`config.mk`:
```
export PLATFORM = sky130hd
export DESIGN_NAME = instr_fetch_stage
export DESIGN_NICKNAME = d
export VERILOG_FILES = /design/src/rtl/mips_pkg.sv /design/src/rtl/fetch_out_buffer.sv /design/src/rtl/instr_fetch_stage.sv
export SDC_FILE = /design/constraint.sdc
export NUM_CORES = 1
export LEC_CHECK = 0
export ABC_CLOCK_PERIOD_IN_PS = 2650
export CAP_MARGIN = 15
export CORE_ASPECT_RATIO = 0.5
export CORE_MARGIN = 8
export CORE_UTILIZATION = 51
export DETAILED_ROUTE_END_ITERATION = 16
export MAX_ROUTING_LAYER = met4
export PLACE_DENSITY_LB_ADDON = 0.3
export SYNTH_ARGS = -nofsm -noshare
export SYNTH_HDL_FRONTEND = slang
export SYNTH_SLANG_ARGS = --single-unit
export TNS_END_PERCENT = 10
```
`constraint.sdc`:
```
create_clock -name clk -period 2.65 [get_ports clk]
set_input_delay 0.53 -clock clk [delete_from_list [all_inputs] [get_ports clk]]
set_output_delay 0.53 -clock clk [all_outputs]
set_load 0.03 [all_outputs]
```
`src/rtl/mips_pkg.sv`:
```
// Shared definitions for the MIPS-style pipeline front end.
// Holds opcode constants, the NOP word, the fetch FSM encoding and the default reset PC.
package mips_pkg;

   localparam logic [5:0] OP_RTYPE = 6'h00;
   localparam logic [5:0] OP_ADDI  = 6'h08;
   localparam logic [5:0] OP_BEQ   = 6'h04;
   localparam logic [5:0] OP_J     = 6'h02;
   localparam logic [5:0] OP_LW    = 6'h23;
   localparam logic [5:0] OP_SW    = 6'h2B;

   localparam logic [31:0] NOP_WORD         = 32'h0000_0000;
   localparam logic [31:0] DEFAULT_RESET_PC = 32'h0000_0000;

   typedef enum logic [1:0] {
      FS_IDLE  = 2'd0,
      FS_ISSUE = 2'd1,
      FS_WAIT  = 2'd2,
      FS_HOLD  = 2'd3
   } fetch_state_e;

   function automatic logic [5:0] opcode_of(input logic [31:0] instr);
      return instr[31:26];
   endfunction

endpackage

```
`src/rtl/fetch_out_buffer.sv`:
```
// IF/ID output register plus a one-entry hold buffer for a word that returns
// while decode is stalled; flush empties both.
module fetch_out_buffer
   import mips_pkg::*;
#(
   parameter int unsigned ADDR_W = 32
) (
   input  logic              clk,
   input  logic              rst_n,
   input  logic              flush,
   input  logic              load_out,
   input  logic              load_hold,
   input  logic              move_hold,
   input  logic [31:0]       word,
   input  logic [ADDR_W-1:0] word_pc_plus4,
   input  logic              out_ready,
   output logic              out_valid,
   output logic [31:0]       out_instr,
   output logic [ADDR_W-1:0] out_pc_plus4
);

   logic              out_valid_q, out_valid_d;
   logic [31:0]       out_instr_q, out_instr_d;
   logic [ADDR_W-1:0] out_pc4_q, out_pc4_d;
   logic              hold_valid_q, hold_valid_d;
   logic [31:0]       hold_instr_q, hold_instr_d;
   logic [ADDR_W-1:0] hold_pc4_q, hold_pc4_d;

   always_comb begin
      out_valid_d  = out_valid_q;
      out_instr_d  = out_instr_q;
      out_pc4_d    = out_pc4_q;
      hold_valid_d = hold_valid_q;
      hold_instr_d = hold_instr_q;
      hold_pc4_d   = hold_pc4_q;
      if (flush) begin
         out_valid_d  = 1'b0;
         hold_valid_d = 1'b0;
      end else if (load_out) begin
         out_valid_d = 1'b1;
         out_instr_d = word;
         out_pc4_d   = word_pc_plus4;
      end else if (move_hold && hold_valid_q) begin
         // out_valid stays high: the held word replaces the one decode just took
         out_valid_d  = 1'b1;
         out_instr_d  = hold_instr_q;
         out_pc4_d    = hold_pc4_q;
         hold_valid_d = 1'b0;
      end else begin
         if (load_hold) begin
            hold_valid_d = 1'b1;
            hold_instr_d = word;
            hold_pc4_d   = word_pc_plus4;
         end
         if (out_valid_q && out_ready) begin
            out_valid_d = 1'b0;
         end
      end
   end

   always_ff @(posedge clk) begin
      if (!rst_n) begin
         out_valid_q  <= 1'b0;
         out_instr_q  <= NOP_WORD;
         out_pc4_q    <= '0;
         hold_valid_q <= 1'b0;
         hold_instr_q <= NOP_WORD;
         hold_pc4_q   <= '0;
      end else begin
         out_valid_q  <= out_valid_d;
         out_instr_q  <= out_instr_d;
         out_pc4_q    <= out_pc4_d;
         hold_valid_q <= hold_valid_d;
         hold_instr_q <= hold_instr_d;
         hold_pc4_q   <= hold_pc4_d;
      end
   end

   assign out_valid    = out_valid_q;
   assign out_instr    = out_instr_q;
   assign out_pc_plus4 = out_pc4_q;

endmodule

```
`src/rtl/instr_fetch_stage.sv`:
```
// Instruction fetch stage: owns the PC, keeps one imem read in flight and hands
// returned words to decode; a redirect flushes the wrong path and drops in-flight data.
module instr_fetch_stage
   import mips_pkg::*;
#(
   parameter int unsigned       ADDR_W   = 32,
   parameter logic [ADDR_W-1:0] RESET_PC = ADDR_W'(DEFAULT_RESET_PC)
) (
   input  logic              clk,
   input  logic              rst_n,
   output logic              imem_req,
   output logic [ADDR_W-1:0] imem_addr,
   input  logic [31:0]       imem_rdata,
   input  logic              imem_rvalid,
   input  logic              redirect_valid,
   input  logic [ADDR_W-1:0] redirect_pc,
   output logic              out_valid,
   input  logic              out_ready,
   output logic [31:0]       out_instr,
   output logic [ADDR_W-1:0] out_pc_plus4,
   output logic [5:0]        opcode
);

   fetch_state_e      state_q;
   logic [ADDR_W-1:0] pc_q;
   logic              discard_q;
   logic              req_q;

   logic [ADDR_W-1:0] pc_plus4;
   logic [ADDR_W-1:0] redirect_aligned;
   logic              slot_free;
   logic              rsp_live;
   logic              load_out;
   logic              load_hold;
   logic              move_hold;

   assign pc_plus4         = pc_q + ADDR_W'(4);
   assign redirect_aligned = redirect_pc & ~ADDR_W'(3);
   assign slot_free        = !out_valid || out_ready;
   // A response is only kept if it is for the current path and no redirect kills it now
   assign rsp_live  = (state_q == FS_WAIT) && imem_rvalid && !discard_q && !redirect_valid;
   assign load_out  = rsp_live && slot_free;
   assign load_hold = rsp_live && !slot_free;
   assign move_hold = (state_q == FS_HOLD) && out_ready && !redirect_valid;

   always_ff @(posedge clk) begin
      if (!rst_n) begin
         state_q   <= FS_IDLE;
         pc_q      <= RESET_PC;
         discard_q <= 1'b0;
         req_q     <= 1'b0;
      end else begin
         req_q <= 1'b0;
         if (redirect_valid) begin
            pc_q <= redirect_aligned;
            case (state_q)
               FS_ISSUE: begin
                  state_q   <= FS_WAIT;
                  discard_q <= 1'b1;
               end
               FS_WAIT: begin
                  if (imem_rvalid) begin
                     state_q   <= FS_ISSUE;
                     discard_q <= 1'b0;
                     req_q     <= 1'b1;
                  end else begin
                     discard_q <= 1'b1;
                  end
               end
               default: begin
                  state_q <= FS_ISSUE;
                  req_q   <= 1'b1;
               end
            endcase
         end else begin
            case (state_q)
               FS_IDLE: begin
                  state_q <= FS_ISSUE;
                  req_q   <= 1'b1;
               end
               FS_ISSUE: begin
                  state_q <= FS_WAIT;
               end
               FS_WAIT: begin
                  if (imem_rvalid) begin
                     if (discard_q) begin
                        discard_q <= 1'b0;
                        state_q   <= FS_ISSUE;
                        req_q     <= 1'b1;
                     end else begin
                        pc_q <= pc_plus4;
                        if (slot_free) begin
                           state_q <= FS_ISSUE;
                           req_q   <= 1'b1;
                        end else begin
                           state_q <= FS_HOLD;
                        end
                     end
                  end
               end
               FS_HOLD: begin
                  if (out_ready) begin
                     state_q <= FS_ISSUE;
                     req_q   <= 1'b1;
                  end
               end
               default: begin
                  state_q <= FS_IDLE;
               end
            endcase
         end
      end
   end

   assign imem_req  = req_q;
   assign imem_addr = pc_q;

   fetch_out_buffer #(
      .ADDR_W (ADDR_W)
   ) u_out_buffer (
      .clk           (clk),
      .rst_n         (rst_n),
      .flush         (redirect_valid),
      .load_out      (load_out),
      .load_hold     (load_hold),
      .move_hold     (move_hold),
      .word          (imem_rdata),
      .word_pc_plus4 (pc_plus4),
      .out_ready     (out_ready),
      .out_valid     (out_valid),
      .out_instr     (out_instr),
      .out_pc_plus4  (out_pc_plus4)
   );

   assign opcode = opcode_of(out_instr);

endmodule

```
==> impl_metrics.toml <==
[detailed_routing]
drtIter0Drc = 443
wirelength_um = 21400
dr.pass1.iters = 5
ant_nets = 0
remaining_drc_errors = 0
num_vias = 7179
viasPerCell = 5.57
wire_per_inst_um = 16.6

[power_and_ir_drop]
finalPower_uw = 5520
pwr_density_cell_nw_per_um2 = 556
p_leak_uw = 0.00402
vdd_drop_max_v = 0.000435

[clocking]
post_cts_resized = 0
numClockSinks = 160
cts_max_level = 4
clk_latency_ns = 0.42
clk_root_buffer_cell = "clkbuf_16"
numCtsBuffers = 17
post_cts_buffers = 0
cts_buffer_depth = 2
cts_tree = "yes"
cts.reportedPaths.clkPinSlew_ns = 0.06
ctsHoldBuffers = 0

[floorplanning]
num_rows = 31
dieHeight_um = 102
coreArea_um2 = 14500
io_pins = 173
initial_utilization_pct = 52.2
die_width_um = 188
die-area_um2 = 19200

[critical_path]
crit_path_max_fanout = 8
path_buf_inv = 1
worst_setup_path_start_kind = "register"
end_kind = "output pin"
cp_data_arrival_time_ns = 1.68
worstPathRequired_ns = 2.12
path_class = "reg -> out"
max_stage_delay_ns = 0.75
cp_top_family = "buffers and inverters"
slowest_stage = "clkdlybuf4s50_1"
crit_path_cell_trace = "clkdlybuf4s50_1"

[sta]
slew_headroom_pct = 57.5
fin_ws_ns = 0.435
rsz0062_at_grt = "no"
skew_ns = 0.0132
period_share_pct = 83.6
layout_min_cycle_time_ns = 2.21
worstMarginPinSlew_ns = 0.632
tns_ns = 0
fmax_ghz = 0.452
slew_violations = 0
setup_violations = 0
final_hold_viol_count = 0

[placement]
io_buffer_count = 166
post-place-ws_ns = 0.285
place_inst = 1258
gp_congestion = 0.903
dpl.hpwl_um = 14800

[synth]
ys_warn_count = 0
ys.flop_type = "dfxtp_1"
synth_area_um2 = 7550
async_flop_share_pct = 0
yosysUniqueCellTypes = 48
syn_area_per_cell_um2 = 7.92
synth_edf_count = 0
yosysSeqAreaShare_pct = 42.4
synthCells = 953
synth.ff_latch_count = 160

[global_routing]
antenna_found_initial = 0
grt_max_degree = 94
grt_first_pass_wirelength_um = 34500
grt_pass1_vias = 6946
grt.total_usage_pct = 22.5
grt-ovfl-total = 0

[min_path]
hold_path_class = "reg -> reg"

[run_status]
status = "complete, no violations"

[cells_and_area]
layout-drive-gt1-share_pct = 6.96
diodes = 0
final_nets = 1152
nFillCells = 1177
postLayoutCoreUtil_pct = 68.7
synthToLayoutAreaGrowth_pct = 31.6
final_cells = 1290

[job]
drv_cap = 0
-- per-stage QoR --
step | hold WS, ns | instance area (µm²)
2_1_floorplan | 0.444 | 7560
3_3_place_gp | 0.450 | 9380
3_5_place_dp | 0.457 | 9380
4_1_cts | 0.467 | 9940
5_1_grt | 0.480 | 9940
6_report | 0.464 | 9940
-- power by group --
part	internal [µW]	leakage, µW	total [µW]	switching [µW]
registers	2460	0.00130	2540	81.9
logic	294	0.00246	629	335
clock network	1310	0.000262	2350	1040
total	4070	0.00402	5520	1450
-- cell usage in the layout, fill, tap and decap left out, types with 4 or more instances in the layout --
cell type and n:
buf_12 8, clkbuf_16 17, nor3_2 5, nand3_1 76, xnor2_1 35, and2_1 4, inv_6 6, inv_1 7
clkinvlp_4 4, a21boi_0 34, dfxtp_1 160, conb_1 4, xor2_1 17, a31oi_1 6, buf_4 18, ha_1 4
nor3_1 9, and3_1 10, a21oi_1 62, o21ai_0 53, nor2_1 22, nand4_1 17, o211a_1 46, clkdlybuf4s50_1 165
nand2_1 256
-- worst paths after layout --
| path | startpoint | endpoint | slack (ns) | depth (start not counted) |
|---|---|---|---|---|
| max reg2reg | imem_addr[3] | u_out_buffer.hold_pc4_q[20] | 0.47 | 5 |
| min reg2reg | u_out_buffer.hold_instr_q[30] | u_out_buffer.hold_instr_q[30] | 0.46 | 2 |
| min | u_out_buffer.hold_instr_q[30] | u_out_buffer.hold_instr_q[30] | 0.46 | 2 |
| max | imem_addr[7] | imem_addr[7] | 0.44 | 1 |
-- cell type report --
| type | instances | area [µm²] | area share (%) |
|---|---|---|---|
| inverters | 7 | 26.3 | 0.264 |
| multi-input cells | 702 | 3950 | 39.8 |
| clock inverters | 13 | 126 | 1.27 |
| flip-flops and latches | 160 | 3200 | 32.2 |
| clock buffers | 19 | 433 | 4.36 |
| repair buffers | 191 | 1950 | 19.6 |
| well taps | 198 | 248 | 2.49 |
-- state kept, by name (all words and copies together) (netlist names), 2 cells and up --
name	cells
u_out_buffer.hold_instr_q	32
state_q	2
u_out_buffer.hold_pc4_q	30
u_out_buffer.out_instr	32
imem_addr	30
u_out_buffer.out_pc_plus4	30
-- cells in the mapped netlist (3+ instances only) --
| library cell | n | area, µm² |
|---|---|---|
| nor2b_1 | 3 | 18.8 |
| xor2_1 | 17 | 149 |
| clkbuf_2 | 4 | 20.0 |
| ha_1 | 4 | 50.1 |
| nor3_1 | 9 | 45.0 |
| a21boi_0 | 34 | 255 |
| buf_4 | 10 | 75.1 |
| nand3_1 | 76 | 380 |
| o21ai_0 | 53 | 265 |
| inv_1 | 7 | 26.3 |
| xnor2_1 | 35 | 307 |
| nand4_1 | 17 | 106 |
| nor2_1 | 22 | 82.6 |
| nand2_1 | 257 | 965 |
| and3_1 | 10 | 62.6 |
| and4_1 | 3 | 26.3 |
| nor3_2 | 6 | 60.1 |
| buf_1 | 7 | 26.3 |
| clkbuf_1 | 51 | 191 |
| buf_2 | 14 | 70.1 |
| nor4_2 | 3 | 37.5 |
| nand2b_1 | 3 | 18.8 |
| dfxtp_1 | 160 | 3200 |
| o211a_1 | 46 | 460 |
| o21ba_2 | 3 | 30.0 |
| a31oi_1 | 6 | 37.5 |
| and2_1 | 4 | 25.0 |
| a21oi_1 | 62 | 310 |
| or3_1 | 3 | 18.8 |
-- per-layer routing --
metal	GRT usage [%]	part of all wire (%)	vias to the layer above
met2	38.7	49	221
met5	-	0	-
li1	-	-	3495
met4	7.10	1.8	0
met3	4.46	5.8	26
met1	26.4	43	3437
-- cell families after synthesis --
kind of cell | Yosys count | synth area share, %
XOR/XNOR | 52 | 6.03
adder cells (fa/ha/maj) | 4 | 0.663
AND/OR/NAND/NOR | 433 | 26.7
multiplexers | 1 | 0.133
other | 1 | 0.0497
AO/OA/AOI/OAI | 208 | 18.4
buffers and inverters | 94 | 5.57
flip-flops | 160 | 42.4
Power figures use the tool's default switching activity.
